$ cat config.mk
export PLATFORM = sky130hd
export DESIGN_NAME = sdram_frame_fetcher
export DESIGN_NICKNAME = d
export VERILOG_FILES = /design/src/rtl/vga_pkg.sv /design/src/rtl/pixel_addr_counter.sv /design/src/rtl/sdram_frame_fetcher.sv
export SDC_FILE = /design/constraint.sdc
export NUM_CORES = 1
export LEC_CHECK = 0
export ABC_AREA = 1
export CAP_MARGIN = 40
export CORE_AREA = 2 2 80 82
export CTS_CLUSTER_SIZE = 40
export DETAILED_ROUTE_END_ITERATION = 8
export DIE_AREA = 0 0 82 84
export PLACE_DENSITY = 0.83
export REMOVE_ABC_BUFFERS = 1
export SKIP_LAST_GASP = 1
export SYNTH_ARGS = -nofsm -noshare
export SYNTH_HDL_FRONTEND = slang
export SYNTH_SLANG_ARGS = --single-unit
$ cat constraint.sdc
create_clock -name clk75 -period 1.97 [get_ports clk75]
set_input_delay 0.197 -clock clk75 [delete_from_list [all_inputs] [get_ports clk75]]
set_output_delay 0.197 -clock clk75 [all_outputs]
set_load 0.005 [all_outputs]
$ cat src/rtl/vga_pkg.sv
// Shared definitions for the VGA frame-fetch path: FSM states, default
// resolution and the colour-bar palette used by the built-in test pattern.
package vga_pkg;

    localparam int unsigned DEFAULT_H_RES = 640;
    localparam int unsigned DEFAULT_V_RES = 480;

    typedef enum logic [1:0] {
        StIdle = 2'd0,
        StReq  = 2'd1,
        StData = 2'd2,
        StGap  = 2'd3
    } fetch_state_e;

    // Entry 0 is the leftmost bar. Pixels are B[23:16] G[15:8] R[7:0].
    localparam logic [7:0][23:0] BAR_BGR = {
        24'h000000,  // 7 black
        24'hFF0000,  // 6 blue
        24'h0000FF,  // 5 red
        24'hFF00FF,  // 4 magenta
        24'h00FF00,  // 3 green
        24'hFFFF00,  // 2 cyan
        24'h00FFFF,  // 1 yellow
        24'hFFFFFF   // 0 white
    };

endpackage

$ cat src/rtl/pixel_addr_counter.sv
// Burst-granular pixel counter for the frame fetcher. Advances by one burst
// on each completed burst, wraps at the end of the frame, pulses frame_done
// on the cycle after the wrap and forms the SDRAM burst start address.
module pixel_addr_counter
    import vga_pkg::*;
#(
    parameter int unsigned BASE_ADDR = 0,
    parameter int unsigned H_RES     = DEFAULT_H_RES,
    parameter int unsigned V_RES     = DEFAULT_V_RES,
    parameter int unsigned BURST_LEN = 8,
    parameter int unsigned ADDR_W    = 22
) (
    input  logic              clk75,
    input  logic              rst,
    input  logic              advance,
    output logic [ADDR_W-1:0] rd_addr,
    output logic              frame_done
);

    localparam int unsigned FRAME_PIX = H_RES * V_RES;

    logic [18:0] pix_q;
    logic [19:0] pix_sum;
    logic        wrap;
    logic        frame_done_q;

    // One extra bit so the end-of-frame sum is representable before wrapping.
    always_comb begin
        pix_sum = {1'b0, pix_q} + 20'(BURST_LEN);
        wrap    = (pix_sum == 20'(FRAME_PIX));
    end

    // Pixel counter and frame-done pulse register.
    always_ff @(posedge clk75 or posedge rst) begin
        if (rst) begin
            pix_q        <= '0;
            frame_done_q <= 1'b0;
        end else begin
            frame_done_q <= advance && wrap;
            if (advance) begin
                pix_q <= wrap ? '0 : pix_sum[18:0];
            end
        end
    end

    // Burst start address: base plus zero-extended pixel index.
    always_comb begin
        rd_addr    = ADDR_W'(BASE_ADDR) + ADDR_W'(pix_q);
        frame_done = frame_done_q;
    end

endmodule

$ cat src/rtl/sdram_frame_fetcher.sv
// SDRAM frame fetcher: walks a linear frame buffer in fixed-length read
// bursts and forwards the returned pixels to the VGA pixel FIFO, issuing a
// burst only when the FIFO has room for it plus some slack.
// Build option: define FETCH_TEST_PATTERN_EN to replace SDRAM data with
// internally generated vertical colour bars (rd_req then stays low).
module sdram_frame_fetcher
    import vga_pkg::*;
#(
    parameter int unsigned BASE_ADDR = 0,
    parameter int unsigned H_RES     = DEFAULT_H_RES,
    parameter int unsigned V_RES     = DEFAULT_V_RES,
    parameter int unsigned BURST_LEN = 8,
    parameter int unsigned SLACK     = 4,
    parameter int unsigned ADDR_W    = 22
) (
    input  logic              clk75,
    input  logic              rst,
    output logic              rd_req,
    output logic [ADDR_W-1:0] rd_addr,
    input  logic              rd_ack,
    input  logic [31:0]       rd_data,
    input  logic              rd_valid,
    input  logic [6:0]        freeslots,
    output logic [23:0]       data_bgr,
    output logic              wr_en,
    output logic              frame_done
);

    // 8-bit compare so BURST_LEN + SLACK up to 64 cannot overflow.
    localparam logic [7:0] THRESHOLD = 8'(BURST_LEN + SLACK);
    localparam logic [5:0] LAST_BEAT = 6'(BURST_LEN - 1);

`ifdef FETCH_TEST_PATTERN_EN
    localparam bit PATTERN_MODE = 1'b1;
`else
    localparam bit PATTERN_MODE = 1'b0;
`endif

    fetch_state_e state_q, state_d;
    logic [5:0]   beat_q, beat_d;
    logic         wr_en_q, wr_en_d;
    logic [23:0]  data_q, data_d;
    logic         advance;
    logic         have_room;
    logic         beat_valid;
    logic [23:0]  beat_pixel;

`ifdef FETCH_TEST_PATTERN_EN
    localparam int unsigned BAR_W = H_RES / 8;

    logic [18:0] col_q;
    logic [2:0]  bar_q;
    logic        unused_sdram;

    assign unused_sdram = rd_ack ^ rd_valid ^ (^rd_data);

    // Generated beats: one per DATA cycle, colour taken from the current bar.
    always_comb begin
        beat_valid = 1'b1;
        beat_pixel = BAR_BGR[bar_q];
    end

    // Bar position tracker; bars tile each line exactly, so it realigns
    // at every line and frame boundary by itself.
    always_ff @(posedge clk75 or posedge rst) begin
        if (rst) begin
            col_q <= '0;
            bar_q <= '0;
        end else if (state_q == StData) begin
            if (col_q == 19'(BAR_W - 1)) begin
                col_q <= '0;
                bar_q <= bar_q + 3'd1;
            end else begin
                col_q <= col_q + 19'd1;
            end
        end
    end
`else
    logic unused_rd_hi;

    assign unused_rd_hi = ^rd_data[31:24];

    // SDRAM beats pass straight through.
    always_comb begin
        beat_valid = rd_valid;
        beat_pixel = rd_data[23:0];
    end
`endif

    // State, beat counter and FIFO output registers.
    always_ff @(posedge clk75 or posedge rst) begin
        if (rst) begin
            state_q <= StIdle;
            beat_q  <= '0;
            wr_en_q <= 1'b0;
            data_q  <= '0;
        end else begin
            state_q <= state_d;
            beat_q  <= beat_d;
            wr_en_q <= wr_en_d;
            data_q  <= data_d;
        end
    end

    // Next-state logic; a burst ends after BURST_LEN accepted beats.
    always_comb begin
        state_d   = state_q;
        beat_d    = beat_q;
        wr_en_d   = 1'b0;
        data_d    = data_q;
        advance   = 1'b0;
        have_room = ({1'b0, freeslots} >= THRESHOLD);
        unique case (state_q)
            StIdle: begin
                if (have_room) begin
                    beat_d  = '0;
                    state_d = PATTERN_MODE ? StData : StReq;
                end
            end
            StReq: begin
                if (rd_ack) begin
                    beat_d  = '0;
                    state_d = StData;
                end
            end
            StData: begin
                if (beat_valid) begin
                    wr_en_d = 1'b1;
                    data_d  = beat_pixel;
                    beat_d  = beat_q + 6'd1;
                    if (beat_q == LAST_BEAT) begin
                        advance = 1'b1;
                        state_d = StGap;
                    end
                end
            end
            StGap: begin
                state_d = StIdle;
            end
            default: begin
                state_d = StIdle;
            end
        endcase
    end

    pixel_addr_counter #(
        .BASE_ADDR (BASE_ADDR),
        .H_RES     (H_RES),
        .V_RES     (V_RES),
        .BURST_LEN (BURST_LEN),
        .ADDR_W    (ADDR_W)
    ) u_pixel_addr_counter (
        .clk75      (clk75),
        .rst        (rst),
        .advance    (advance),
        .rd_addr    (rd_addr),
        .frame_done (frame_done)
    );

    // Output drive; the request is a pure decode of the REQ state.
    always_comb begin
        rd_req   = (state_q == StReq) && !PATTERN_MODE;
        wr_en    = wr_en_q;
        data_bgr = data_q;
    end

endmodule

==> summary by stage, run 1 <==
Outcome
The run finished with clean final reports.

STA
Setup total negative slack on the finished layout was measured at 0 ps. The final number of hold-violating endpoints was 0. The total of endpoints with negative setup slack in the final report is 0. The share of the cycle needed by the critical path after routing is approximately 90%. The final max-slew violation count came to 0. The clock skew is 10.55 ps.

The clock period minus worst slack is 1786 ps. Based on the critical path, the design can be clocked at up to 0.5600 GHz.

Critical path
For the worst flop-to-flop path, the logic depth is 12. The kind of capture point of the worst setup path is a register. The largest driver fanout on the critical path is 7. The worst endpoint data arrival time is 2000 ps.

The capture point of the worst reg-to-reg path is u_pixel_addr_counter.pix_q[15]$_DFFE_PP0P_. Data on the critical path is required at its endpoint by 2180 ps. The beginning of the worst register-to-register path is u_pixel_addr_counter.pix_q[3]$_DFFE_PP0P_.

The category of the critical setup timing path is reg -> reg. The setup slack of the most critical reg-to-reg path is 180 ps. The element type at the critical path start is a register.

Synth
The synthesized design spends more area on one cell type than any other, namely dfrtp_1. Counting flops with a built-in enable in the synthesized netlist gives 0. The synthesized area per cell is 7.528 sq um. The sequential area share after synthesis is ~46%. By area, the combinational part of the netlist is dominated by simple AND/OR/NAND/NOR gates. Summing the areas of all xor and xnor instances in the mapped netlist gives 1.286% of the synthesized area.

The synthesized netlist devotes 3.214% of its cell area to adder and majority cells. Summing the areas of all and, or, nand and nor instances in the mapped netlist gives 37.88% of the synthesized area. The area share of the largest cell type after synthesis is a little under half.

The post-synthesis async set-or-reset flop share is 100.0%. The post-synthesis instance total is 362. Synthesis inferred 50 register bits. After synthesis, the share of cell area in mux cells is 0%. The post-synthesis instance area is 2725 sq um. The number of synthesis warnings is 0. The synthesized netlist devotes 4.408% of its cell area to compound gates. By area the synthesized netlist is led by dfrtp_1 46%, nand2_1 21%, inv_1 4.1%. The most instantiated flip-flop cell in the synthesis netlist is dfrtp_1.

The count of unique library cells instantiated by Yosys is 30.

Placement
The total of buffers placed on input and output ports is 75. The congestion estimate from routability-driven global placement came to 0.9212. Detailed placement ended at an HPWL of 4863 microns. Once placement finished, the instance area stood at approximately 3600 sq um.

Clock tree
The tree is rooted in a clkbuf_8. The maximum clock insertion buffer count is 2. The worst-skew pair later-pin latency is 310 ps. CTS saw 50 sinks. The number of levels in the clock H-tree is 2. The number of buffers created by CTS is 5. The clock tree from TritonCTS is built. The CTS clock-pin slew for the worst setup and hold paths is 100 ps.

Detailed routing
In this run the top signal layer used is met4. The number of routed nets with antenna violations is 0. After detailed routing, the wire length on met1 is 2729 microns.

The number of vias per cell is 4.850. The routed design uses 557 microns of met3 wire. The final layout contains routed wiring with a total length of 6371 microns. The first-pass iteration count of the detailed router is 4. The wire length on met2 is 3007 microns. The remaining routing DRC violations is 0. The routed layout has 2,546 vias.

In the final routed layout, each cell accounts on average for 12.14 microns. For this block, the initial DRC count from the detailed router was ~100.

Layout
The final net count is 497. The library cells used most frequently in the layout, excluding fill and tap cells, are 149 x nand2_1, 75 x clkdlybuf4s50_1, 50 x dfrtp_1. The repair_antennas step left the layout with diodes totalling 0.

With fillers left out, the area of the finished cells amounts to 3715 sq um. The area overhead of the layout relative to synthesis is 36.32%. Across the whole layout, storage elements account for 1251 sq um.

The multi-input gate area in the final layout is ~1300 sq um. The library cell used most frequently in the layout, excluding fill and tap cells, is nand2_1. The fraction of layout instances using a drive strength above 1 is 11.61%. The fill cell instance count of the final layout is 550. At the end of the flow the core is filled with cells to approximately 61%.

Power
The leakage dissipation is 1.785 nW. The power after layout is 3.720 mW. The clock network accounts for 17.4% of the total power. The internal power of the cells totals roughly 2.4 mW. Summed over all nets, the switching power comes to 1.279 mW. The maximum vdd ir drop is 0.0006884 V. The combinational cell fraction of total power is 41.3%. In this run switching power makes up 34.39% of total power. Sequential cells burn 41.3% of the power. For this design the ratio of total power to cell area is about 1000 nW/um^2.

GRT
The total global routing overflow is 0. The number of antenna violations at the first check in global routing is 0. The global routing usage summed across all routing layers is 20.12%.

The first-pass GRT wire length is 10,860 microns. The via count of the first global-routing pass was 2,452. Entering global routing, the biggest net connects 36 pins.

Floorplan
The core box area is 6096 sq um. 92 I/O pins were placed. The overall die area is 6888 sq um. The die is 84 microns tall.

Once the floorplan was initialized, standard cells occupied between 40% and 50% of the core. The cell row count is 29. The width of the die is approximately 82 microns.

Min path
The tightest min-delay check is of the in -> async type.

Flow run
Across the run, the number of max-cap violations was 0.
[critical path: stages (launching register included)]
cell	delay, ps
dfrtp_1	430
ha_2	250
nand2_2	90
nor2_4	190
nand3_1	110
nand2_2	100
nand2_1	70
nor2_1	100
nand2_1	70
nor2_2	90
nand2_2	80
nand2_1	60
nand2_1	50
[stage by stage]
| step | cells | hold WS (ps) | setup slack (ps) |
|---|---|---|---|
| after detailed placement | 514 | 464.2 | 137.5 |
| after global routing | 525 | 197.8 | -7.177 |
| after CTS | 522 | 172.0 | 121.1 |
| final | 525 | 160.3 | 184.2 |
| after floorplan | 355 | 306.6 | -801.4 |
| after global placement | 514 | 460.9 | 219.0 |
[state kept, by name (all words and copies together), names as in the netlist]
name / count
data_bgr: 24
state_q: 2
beat_q: 6
wr_en: 1
u_pixel_addr_counter.frame_done: 1
u_pixel_addr_counter.pix_q: 16
[cell type report]
| class | count | area share, % |
|---|---|---|
| tap | 77 | 2.593 |
| multi-input combinational | 272 | 35.13 |
| inverter | 33 | 3.368 |
| clock inverter | 2 | 0.4379 |
| sequential | 50 | 33.68 |
| timing repair buffer | 85 | 22.57 |
| clock buffer | 6 | 2.223 |
[what timing repair did]
action / in CTS / in global routing
buffers inserted: 0 / 3
endpoints found under the setup margin: 0 / 9
hold buffers: 0 / 0
gates resized for setup: 0 / 3
[cells by family (layout without fill, tap and decap cells)]
kind of cell	Yosys count	after routing
flops	50	50
compound gates	21	21
fa+ha+maj	7	7
xor+xnor	4	4
other cells	1	6
buf+inv	45	126
simple gates	234	234
[per-layer routing]
layer | vias to the layer above | global-route usage [%]
li1 | 1288 | -
met1 | 1169 | 24.98
met2 | 80 | 32.59
met3 | 9 | 8.117
met4 | 0 | 4.545
met5 | - | 0
[power groups by stage]
stage | combinational [mW] | sequential (mW) | clock (mW)
2_1_floorplan | 0.649 | 1.55 | 0
3_3_place_gp | 1.46 | 1.54 | 0
3_5_place_dp | 1.52 | 1.55 | 0
4_1_cts | 1.53 | 1.54 | 0.663
5_1_grt | 1.72 | 1.57 | 0.700
6_report | 1.54 | 1.54 | 0.646
[worst max-delay path by stage]
stage                                                    from                                         end  slack (ps)
CTS                 u_pixel_addr_counter.pix_q[3]$_DFFE_PP0P_  u_pixel_addr_counter.pix_q[15]$_DFFE_PP0P_         120
global placement    u_pixel_addr_counter.pix_q[4]$_DFFE_PP0P_  u_pixel_addr_counter.pix_q[15]$_DFFE_PP0P_         220
global route        u_pixel_addr_counter.pix_q[3]$_DFFE_PP0P_  u_pixel_addr_counter.pix_q[18]$_DFFE_PP0P_          -7
floorplan                              state_q[0]$_DFFE_PP0P_  u_pixel_addr_counter.pix_q[14]$_DFFE_PP0P_        -800
finish              u_pixel_addr_counter.pix_q[3]$_DFFE_PP0P_  u_pixel_addr_counter.pix_q[15]$_DFFE_PP0P_         180
detailed placement  u_pixel_addr_counter.pix_q[3]$_DFFE_PP0P_  u_pixel_addr_counter.pix_q[15]$_DFFE_PP0P_         140
[cell usage after synthesis, types with 2 or more instances]
| cell | number |
|---|---|
| dfrtp_1 | 50 |
| inv_1 | 30 |
| nand4_1 | 10 |
| buf_2 | 2 |
| nor2_1 | 26 |
| nand3_1 | 17 |
| nor2_4 | 4 |
| o21bai_1 | 2 |
| o21ai_0 | 9 |
| nand2_1 | 149 |
| o31ai_1 | 2 |
| nand2_2 | 13 |
| nor2_2 | 8 |
| a21oi_1 | 6 |
| nor3_1 | 3 |
| buf_4 | 6 |
| ha_1 | 7 |
| xor2_1 | 4 |
| clkbuf_1 | 3 |
Note: power is estimated with default switching activity, not from simulation.
==> inputs of run 2 (changes only) <==
--- a/config.mk
+++ b/config.mk
@@ -8,7 +8,6 @@
 export ABC_AREA = 1
 export CAP_MARGIN = 40
 export CORE_AREA = 2 2 80 82
-export CTS_CLUSTER_SIZE = 40
 export DETAILED_ROUTE_END_ITERATION = 8
 export DIE_AREA = 0 0 82 84
 export PLACE_DENSITY = 0.83
==> results of run 2 <==
The final DEF is identical to that of run 1; final timing and power are the same.
==> inputs of run 3 (changes only) <==
--- a/config.mk
+++ b/config.mk
@@ -6,7 +6,6 @@
 export NUM_CORES = 1
 export LEC_CHECK = 0
 export ABC_AREA = 1
-export CAP_MARGIN = 40
 export CORE_AREA = 2 2 80 82
 export DETAILED_ROUTE_END_ITERATION = 8
 export DIE_AREA = 0 0 82 84
==> results of run 3 <==
The final DEF is identical to that of run 1; final timing and power are the same.
